**config.mk**
```make
export PLATFORM = sky130hd
export DESIGN_NAME = fg_sequencer_flat
export DESIGN_NICKNAME = d
export VERILOG_FILES = /design/src/rtl/fg_sequencer_if.sv /design/src/rtl/fg_sequencer.sv /design/src/flat_wrapper.sv
export SDC_FILE = /design/constraint.sdc
export NUM_CORES = 1
export LEC_CHECK = 0
export CORE_MARGIN = 4
export CORE_UTILIZATION = 40
export CTS_CLUSTER_DIAMETER = 150
export CTS_CLUSTER_SIZE = 16
export DETAILED_ROUTE_END_ITERATION = 12
export SLEW_MARGIN = 20
export SYNTH_ARGS = -nofsm -noshare
export SYNTH_HDL_FRONTEND = slang
export SYNTH_SLANG_ARGS = --single-unit
```
**constraint.sdc**
```tcl
create_clock -name clk_i -period 2.95 [get_ports clk_i]
set_input_delay 0.7375 -clock clk_i [delete_from_list [all_inputs] [get_ports clk_i]]
set_output_delay 0.7375 -clock clk_i [all_outputs]
set_load 0.005 [all_outputs]
```
**src/rtl/fg_sequencer_if.sv**
```systemverilog
// Configuration handshake and payload channel for fg_sequencer.
// Master produces a parameter set; slave holds it in a single-entry shadow register.
interface fg_sequencer_if #(
  parameter int unsigned COUNTER_BITWIDTH  = 32,
  parameter int unsigned WAVEFORM_BITWIDTH = 16
);
  logic                         cfg_valid_i;
  logic                         cfg_ready_o;
  logic [COUNTER_BITWIDTH-1:0]  cfg_period_i;
  logic [COUNTER_BITWIDTH-1:0]  cfg_on_i;
  logic [WAVEFORM_BITWIDTH-1:0] cfg_k_rise_i;
  logic [WAVEFORM_BITWIDTH-1:0] cfg_k_fall_i;
  logic [WAVEFORM_BITWIDTH-1:0] cfg_amp_i;

  modport master (
    output cfg_valid_i, cfg_period_i, cfg_on_i, cfg_k_rise_i, cfg_k_fall_i, cfg_amp_i,
    input  cfg_ready_o
  );

  modport slave (
    input  cfg_valid_i, cfg_period_i, cfg_on_i, cfg_k_rise_i, cfg_k_fall_i, cfg_amp_i,
    output cfg_ready_o
  );
endinterface

```
**src/rtl/fg_sequencer.sv**
```systemverilog
// Prescaled period sequencer with double-buffered waveform parameters.
// Optional burst mode (fixed number of periods per start) when FG_SEQ_BURST_EN is defined.
module fg_sequencer #(
  parameter int unsigned COUNTER_BITWIDTH   = 32,
  parameter int unsigned WAVEFORM_BITWIDTH  = 16,
  parameter int unsigned PRESCALER_BITWIDTH = 8
) (
  input  logic                          clk_i,
  input  logic                          rstn_i,
  input  logic                          start_i,
  input  logic                          stop_i,
  input  logic [PRESCALER_BITWIDTH-1:0] prescaler_i,
  output logic                          clk_en_o,
  fg_sequencer_if.slave                 cfg_if,
  output logic [COUNTER_BITWIDTH-1:0]   counter_o,
  output logic [COUNTER_BITWIDTH-1:0]   ON_counter_o,
  output logic [WAVEFORM_BITWIDTH-1:0]  k_rise_o,
  output logic [WAVEFORM_BITWIDTH-1:0]  k_fall_o,
  output logic [WAVEFORM_BITWIDTH-1:0]  amplitude_o,
  output logic [COUNTER_BITWIDTH-1:0]   CR_o,
  output logic                          busy_o,
`ifdef FG_SEQ_BURST_EN
  input  logic [15:0]                   burst_len_i,
  output logic                          burst_done_o,
`endif
  output logic                          period_done_o
);

  localparam int unsigned CW = COUNTER_BITWIDTH;
  localparam int unsigned WW = WAVEFORM_BITWIDTH;
  localparam int unsigned PW = PRESCALER_BITWIDTH;

  typedef enum logic [1:0] {IDLE, RUN, STOPPING} state_t;

  state_t        r_state;
  logic          r_busy, r_clk_en, r_period_done, r_full, r_ready;
  logic [PW-1:0] r_pre;
  logic [CW-1:0] r_cr, r_period, r_on, r_sh_period, r_sh_on;
  logic [WW-1:0] r_k_rise, r_k_fall, r_amp, r_sh_k_rise, r_sh_k_fall, r_sh_amp;

  logic w_active, w_start, w_wrap, w_load, w_last, w_exit;

  assign w_active = (r_state != IDLE);
  assign w_start  = start_i && !stop_i;
  assign w_wrap   = w_active && r_clk_en && (r_cr == r_period);
  assign w_load   = r_full && (!w_active || w_wrap);
  assign w_exit   = w_wrap && ((r_state == STOPPING) || w_last);

`ifdef FG_SEQ_BURST_EN
  localparam int unsigned BW = 16;
  logic [BW-1:0] r_burst;
  logic          r_burst_done;

  assign w_last       = w_wrap && (r_burst == BW'(1));
  assign burst_done_o = r_burst_done;

  // Remaining periods in the current burst; zero means run until stopped.
  always_ff @(posedge clk_i or negedge rstn_i) begin
    if (!rstn_i) begin
      r_burst      <= '0;
      r_burst_done <= 1'b0;
    end else begin
      r_burst_done <= w_last;
      if (!w_active && w_start)
        r_burst <= burst_len_i;
      else if (w_wrap && (r_burst > BW'(1)))
        r_burst <= r_burst - BW'(1);
    end
  end
`else
  assign w_last = 1'b0;
`endif

  // Sequencer state, prescaler and period counter.
  always_ff @(posedge clk_i or negedge rstn_i) begin
    if (!rstn_i) begin
      r_state       <= IDLE;
      r_busy        <= 1'b0;
      r_pre         <= '0;
      r_clk_en      <= 1'b0;
      r_cr          <= '0;
      r_period_done <= 1'b0;
    end else begin
      r_period_done <= w_wrap;

      if (w_active && !w_exit) begin
        if (r_pre == prescaler_i) begin
          r_pre    <= '0;
          r_clk_en <= 1'b1;
        end else begin
          r_pre    <= r_pre + PW'(1);
          r_clk_en <= 1'b0;
        end
      end else begin
        r_pre    <= '0;
        r_clk_en <= 1'b0;
      end

      if (!w_active || w_wrap)
        r_cr <= '0;
      else if (r_clk_en)
        r_cr <= r_cr + CW'(1);

      // A stop request always waits for the current period to finish.
      case (r_state)
        IDLE: if (w_start) begin
          r_state <= RUN;
          r_busy  <= 1'b1;
        end
        RUN: if (w_last) begin
          r_state <= IDLE;
          r_busy  <= 1'b0;
        end else if (stop_i) begin
          r_state <= STOPPING;
        end
        STOPPING: if (w_wrap) begin
          r_state <= IDLE;
          r_busy  <= 1'b0;
        end
        default: begin
          r_state <= IDLE;
          r_busy  <= 1'b0;
        end
      endcase
    end
  end

  // Shadow register; active set only changes at a period boundary or while idle.
  always_ff @(posedge clk_i or negedge rstn_i) begin
    if (!rstn_i) begin
      r_full      <= 1'b0;
      r_ready     <= 1'b1;
      r_sh_period <= '0;
      r_sh_on     <= '0;
      r_sh_k_rise <= '0;
      r_sh_k_fall <= '0;
      r_sh_amp    <= '0;
      r_period    <= '0;
      r_on        <= '0;
      r_k_rise    <= '0;
      r_k_fall    <= '0;
      r_amp       <= '0;
    end else if (w_load) begin
      r_full   <= 1'b0;
      r_ready  <= 1'b1;
      r_period <= r_sh_period;
      r_on     <= r_sh_on;
      r_k_rise <= r_sh_k_rise;
      r_k_fall <= r_sh_k_fall;
      r_amp    <= r_sh_amp;
    end else if (cfg_if.cfg_valid_i && r_ready) begin
      r_full      <= 1'b1;
      r_ready     <= 1'b0;
      r_sh_period <= cfg_if.cfg_period_i;
      r_sh_on     <= cfg_if.cfg_on_i;
      r_sh_k_rise <= cfg_if.cfg_k_rise_i;
      r_sh_k_fall <= cfg_if.cfg_k_fall_i;
      r_sh_amp    <= cfg_if.cfg_amp_i;
    end
  end

  assign clk_en_o           = r_clk_en;
  assign CR_o               = r_cr;
  assign busy_o             = r_busy;
  assign period_done_o      = r_period_done;
  assign cfg_if.cfg_ready_o = r_ready;
  assign counter_o          = r_period;
  assign ON_counter_o       = r_on;
  assign k_rise_o           = r_k_rise;
  assign k_fall_o           = r_k_fall;
  assign amplitude_o        = r_amp;

endmodule

```
**src/flat_wrapper.sv**
```systemverilog
// flat-port wrapper written by rule: the top's interface ports become plain ports
module fg_sequencer_flat 
#(
  parameter int unsigned COUNTER_BITWIDTH   = 32,
  parameter int unsigned WAVEFORM_BITWIDTH  = 16,
  parameter int unsigned PRESCALER_BITWIDTH = 8
)
  (clk_i, rstn_i, start_i, stop_i, prescaler_i, clk_en_o, counter_o, ON_counter_o, k_rise_o, k_fall_o, amplitude_o, CR_o, busy_o, period_done_o, cfg_if_cfg_valid_i, cfg_if_cfg_period_i, cfg_if_cfg_on_i, cfg_if_cfg_k_rise_i, cfg_if_cfg_k_fall_i, cfg_if_cfg_amp_i, cfg_if_cfg_ready_o);
  fg_sequencer_if #(.COUNTER_BITWIDTH(COUNTER_BITWIDTH), .WAVEFORM_BITWIDTH(WAVEFORM_BITWIDTH)) cfg_if_i ();
  input  logic clk_i;
  input  logic rstn_i;
  input  logic start_i;
  input  logic stop_i;
  input  logic [PRESCALER_BITWIDTH-1:0] prescaler_i;
  output logic clk_en_o;
  output logic [COUNTER_BITWIDTH-1:0] counter_o;
  output logic [COUNTER_BITWIDTH-1:0] ON_counter_o;
  output logic [WAVEFORM_BITWIDTH-1:0] k_rise_o;
  output logic [WAVEFORM_BITWIDTH-1:0] k_fall_o;
  output logic [WAVEFORM_BITWIDTH-1:0] amplitude_o;
  output logic [COUNTER_BITWIDTH-1:0] CR_o;
  output logic busy_o;
  output logic period_done_o;
  input wire logic [$bits(cfg_if_i.cfg_valid_i)-1:0] cfg_if_cfg_valid_i;
  input wire logic [$bits(cfg_if_i.cfg_period_i)-1:0] cfg_if_cfg_period_i;
  input wire logic [$bits(cfg_if_i.cfg_on_i)-1:0] cfg_if_cfg_on_i;
  input wire logic [$bits(cfg_if_i.cfg_k_rise_i)-1:0] cfg_if_cfg_k_rise_i;
  input wire logic [$bits(cfg_if_i.cfg_k_fall_i)-1:0] cfg_if_cfg_k_fall_i;
  input wire logic [$bits(cfg_if_i.cfg_amp_i)-1:0] cfg_if_cfg_amp_i;
  output wire logic [$bits(cfg_if_i.cfg_ready_o)-1:0] cfg_if_cfg_ready_o;
  assign cfg_if_i.cfg_valid_i = cfg_if_cfg_valid_i;
  assign cfg_if_i.cfg_period_i = cfg_if_cfg_period_i;
  assign cfg_if_i.cfg_on_i = cfg_if_cfg_on_i;
  assign cfg_if_i.cfg_k_rise_i = cfg_if_cfg_k_rise_i;
  assign cfg_if_i.cfg_k_fall_i = cfg_if_cfg_k_fall_i;
  assign cfg_if_i.cfg_amp_i = cfg_if_cfg_amp_i;
  assign cfg_if_cfg_ready_o = cfg_if_i.cfg_ready_o;
  fg_sequencer #(.COUNTER_BITWIDTH(COUNTER_BITWIDTH), .WAVEFORM_BITWIDTH(WAVEFORM_BITWIDTH), .PRESCALER_BITWIDTH(PRESCALER_BITWIDTH)) u_core (.clk_i(clk_i), .rstn_i(rstn_i), .start_i(start_i), .stop_i(stop_i), .prescaler_i(prescaler_i), .clk_en_o(clk_en_o), .cfg_if(cfg_if_i), .counter_o(counter_o), .ON_counter_o(ON_counter_o), .k_rise_o(k_rise_o), .k_fall_o(k_fall_o), .amplitude_o(amplitude_o), .CR_o(CR_o), .busy_o(busy_o), .period_done_o(period_done_o));
endmodule
```
==> results.md <==
* Total GRT Usage at between 20% and 30%
* Initial Utilization at a little over 40%
* Final WL at between 60 and 70 mm
* Cell mode on critical path: buf_12
* Worst r2r src: u_core.CR_o[3]
* Non-filler instance count after layout at around 2,500
* Critical Path End Type: flop
* Min Tclk post-route at 2.798 ns
* Post-synth EDFFs at 0
* Post-cts resize count at 0
* Final Hold Viols at 0
* GR Layer Usage met2 at 39.59%
* NumNets Final at between 2,000 and 2,500
* Crit path cell chain: xnor2_1 > nand4_1 > or4_4 > buf_12 > buf_12 > a222oi_1 > o211ai_1
* GP Congestion at ~0.95
* Flip-flop and latch area at roughly 6800 um2
* I/O pin total at between 200 and 300
* Total power at around 15 mW
* Arr. time, crit path at roughly 3.2 ns
* Initial antenna violation count at 5
* Worst reg2reg endpoint: u_core.r_sh_k_fall[3]
* Max Root-Sink Buffers at 3
* Worst-Skew Late Latency at between 0.5 and 0.6 ns
* Port Buffer Count at 272
* Leakage power at between 6 and 7 nW
* #FFs+latches synth at roughly 270
* Worst Hold Class: in2async
* Stages on worst setup path at 7
* Largest net degree at the start of global routing at 196
* Reg-to-reg slack, setup at between 0.15 and 0.2 ns
* Sum Neg Setup Slack at 0 ns
* VDD IR max at 0.6877 mV
* Number of max-cap violations at 0
* Fillers at approximately 3,900
* Worst endpoint required time at approximately 3.3 ns
* Status: complete, no violations
* # clock sinks at 271
* Rel. slew slack at around two fifths
* Row Count at 75
* Total grt overflow at 0
* Num CTS Buffers at 20
* Post-CTS setup buffers at 0
* Synth Cell Area at about 17,000 um2
* GRT busiest layer: met2
* DR DRC count at 0
* Hold_buf cts at 0
* Critical path class: reg2reg
* Core ar. at 42,040 um2
* Critical path buffer and inverter count at 2
* Fin. max-slew vios at 0
* Post-Syn Nets at approximately 2,000
* Pwr dens at between 700 and 800 nW/um2
* Grt met3 use at approximately 4%
* Unrepaired setup endpoints after global routing: no
* Syn avg cell area at between 9 and 10 um2
* Asr flop ratio synth at between 90% and 100%
* Drt wl/cell at around 25 um
* Routed via count at about 18,000
* Mapped Cells at ~1,900
* H-tree lvl count at 1
* Via/cell ratio at approximately 6.9
* Ys flop type: dfrtp_1
* Critical path's slowest cell: or4_4
* Multi-input gate area at 9225 um2
* Synth top area share at approximately 40%
* Final Skew at around 0.032 ns
* F_max at ~0.36 GHz
* CTS tree: done
* Root buf cell: clkbuf_16
* HPWL after DPL at 35.75 mm
* Number of instances in the placed design at 2,487
* Cell taking the most area after synthesis: dfrtp_1
* CP peak stage delay at around 0.7 ns
* Synth unique cells at between 40 and 50
* Largest delay contributor family on the critical path: simple AND/OR/NAND/NOR gates
* Register area share after synthesis at around two fifths
* DR iter-0 viols at ~2,300
* M1 GR Usage at a little under two fifths
* Vias in the first global route at 16,546
* R2R depth at 7
* Yosys warnings at 0
* Startpoint Class: flop
* Die H at between 200 and 250 um
* Post-DRT Antenna Nets at 0
* DIE AREA at 45,910 um2
* Clock-pin slew on the worst setup and hold paths at 0.08 ns
* Pin slew with the least headroom to its limit at just under 0.9 ns
* Area Growth Syn to Fin at 21.92%
* Largest fanout on the critical path at between 40 and 50
* Layout cells sized above 1 at under 10%
* Pre-antenna DRT Iters at 11
* DIE WIDTH at 214.3 um
* Setup violations, final at 0
* Top post-synthesis cells by area: dfrtp_1, o211ai_1, a222oi_1
* Tcrit/Tclk final at 94.85%
* First-pass GRT wire length at between 90 and 100 mm
synth_stat cells (3+ instances only):
master / count
dfrtp_1: 270
o311ai_0: 60
and4_1: 3
a222oi_1: 112
xor2_1: 29
buf_1: 5
o211ai_1: 224
and2_1: 112
clkbuf_1: 213
a21oi_1: 9
a31oi_1: 113
o2bb2ai_1: 112
nand4_1: 10
nand3_1: 128
buf_2: 9
nor2_1: 44
nor4_1: 10
nand2_1: 127
o311ai_1: 52
xnor2_1: 41
buf_6: 13
or3_1: 9
nor3_1: 5
inv_1: 12
and3_1: 6
o21ai_0: 121
cell families after synthesis:
family                     count (synthesis)  synth area share [%]
DFF                                      271                 39.85
xor gates and xnor gates                  70                 3.602
muxes                                      1               0.05882
buffers and inverters                    254                 6.308
and+or+nand+nor                          462                 13.62
AOI/OAI and AO/OA                        808                 36.41
adders and majority gates                  2                0.1470
where the power goes:
part	internal, mW	total (mW)	switching [mW]	leakage, nW
sequential	4.85	5.99	1.15	3.00
combinational	3.21	6.59	3.39	3.63
clock	1.30	2.73	1.43	0.268
routing by layer:
layer  routed length (um)  part of all wire [%]  vias to the layer above
met3                 4829                   7.8                       80
li1                     -                     -                     7703
met4                 1283                   2.1                        2
met2                29130                    47                      819
met1                26890                    43                     8902
met5                    7                 0.011                        -
registers in the layout, summed over array words and instances, names as in the netlist, 32 cells and up:
signal and cells:
u_core.CR_o 32, u_core.r_sh_on 32, u_core.ON_counter_o 32, u_core.r_sh_period 32, u_core.counter_o 32
final cells by class:
| type | count | share of cell area, % |
|---|---|---|
| multi-input cells | 1343 | 44.46 |
| repair buffers | 321 | 16.61 |
| flip-flops and latches | 271 | 32.71 |
| clock buffers | 29 | 2.677 |
| well taps | 539 | 3.250 |
| inverters | 13 | 0.2472 |
| diodes | 4 | 0.04824 |
worst max path at each step:
stage               slack, ns               start                endpoint
detailed placement       0.12  cfg_if_cfg_valid_i      u_core.r_sh_on[22]
finish                   0.15      u_core.CR_o[3]   u_core.r_sh_k_fall[3]
global placement         0.19  cfg_if_cfg_valid_i       u_core.r_sh_on[6]
CTS                      0.14      u_core.CR_o[3]   u_core.r_sh_k_fall[3]
floorplan                0.64     u_core.CR_o[24]      u_core.r_sh_amp[0]
global route            0.007      u_core.CR_o[3]  u_core.r_sh_k_fall[12]
placed cells by master, fill, tap and decap left out, types with 52 or more instances in the layout:
| cell | n |
|---|---|
| o21ai_0 | 121 |
| a222oi_1 | 112 |
| dfrtp_1 | 269 |
| clkdlybuf4s50_1 | 271 |
| nand2_1 | 126 |
| o311ai_1 | 52 |
| and2_1 | 112 |
| o2bb2ai_1 | 112 |
| o211ai_1 | 224 |
| o311ai_0 | 60 |
| nand3_1 | 127 |
| a31oi_1 | 113 |
stage by stage:
step / setup WS (ns) / utilization [%] / instance area, um2 / hold WS [ns]
detailed placement: 0.1191 / 48.01 / 20180 / 0.5341
finish: 0.1519 / 49.35 / 20750 / 0.1402
global placement: 0.1879 / 48.01 / 20180 / 0.5236
floorplan: 0.6356 / - / 17020 / 0.4419
CTS: 0.1399 / 49.33 / 20740 / 0.1658
global route: 0.006794 / 49.35 / 20750 / 0.1688
worst reg2reg max path: stages (launching register included):
cell and delay [ns]:
dfrtp_1 0.46, xnor2_1 0.33, nand4_1 0.19, or4_4 0.70, buf_12 0.25, buf_12 0.22, a222oi_1 0.36, o211ai_1 0.14
No activity file was read; power rests on OpenSTA's default activity.
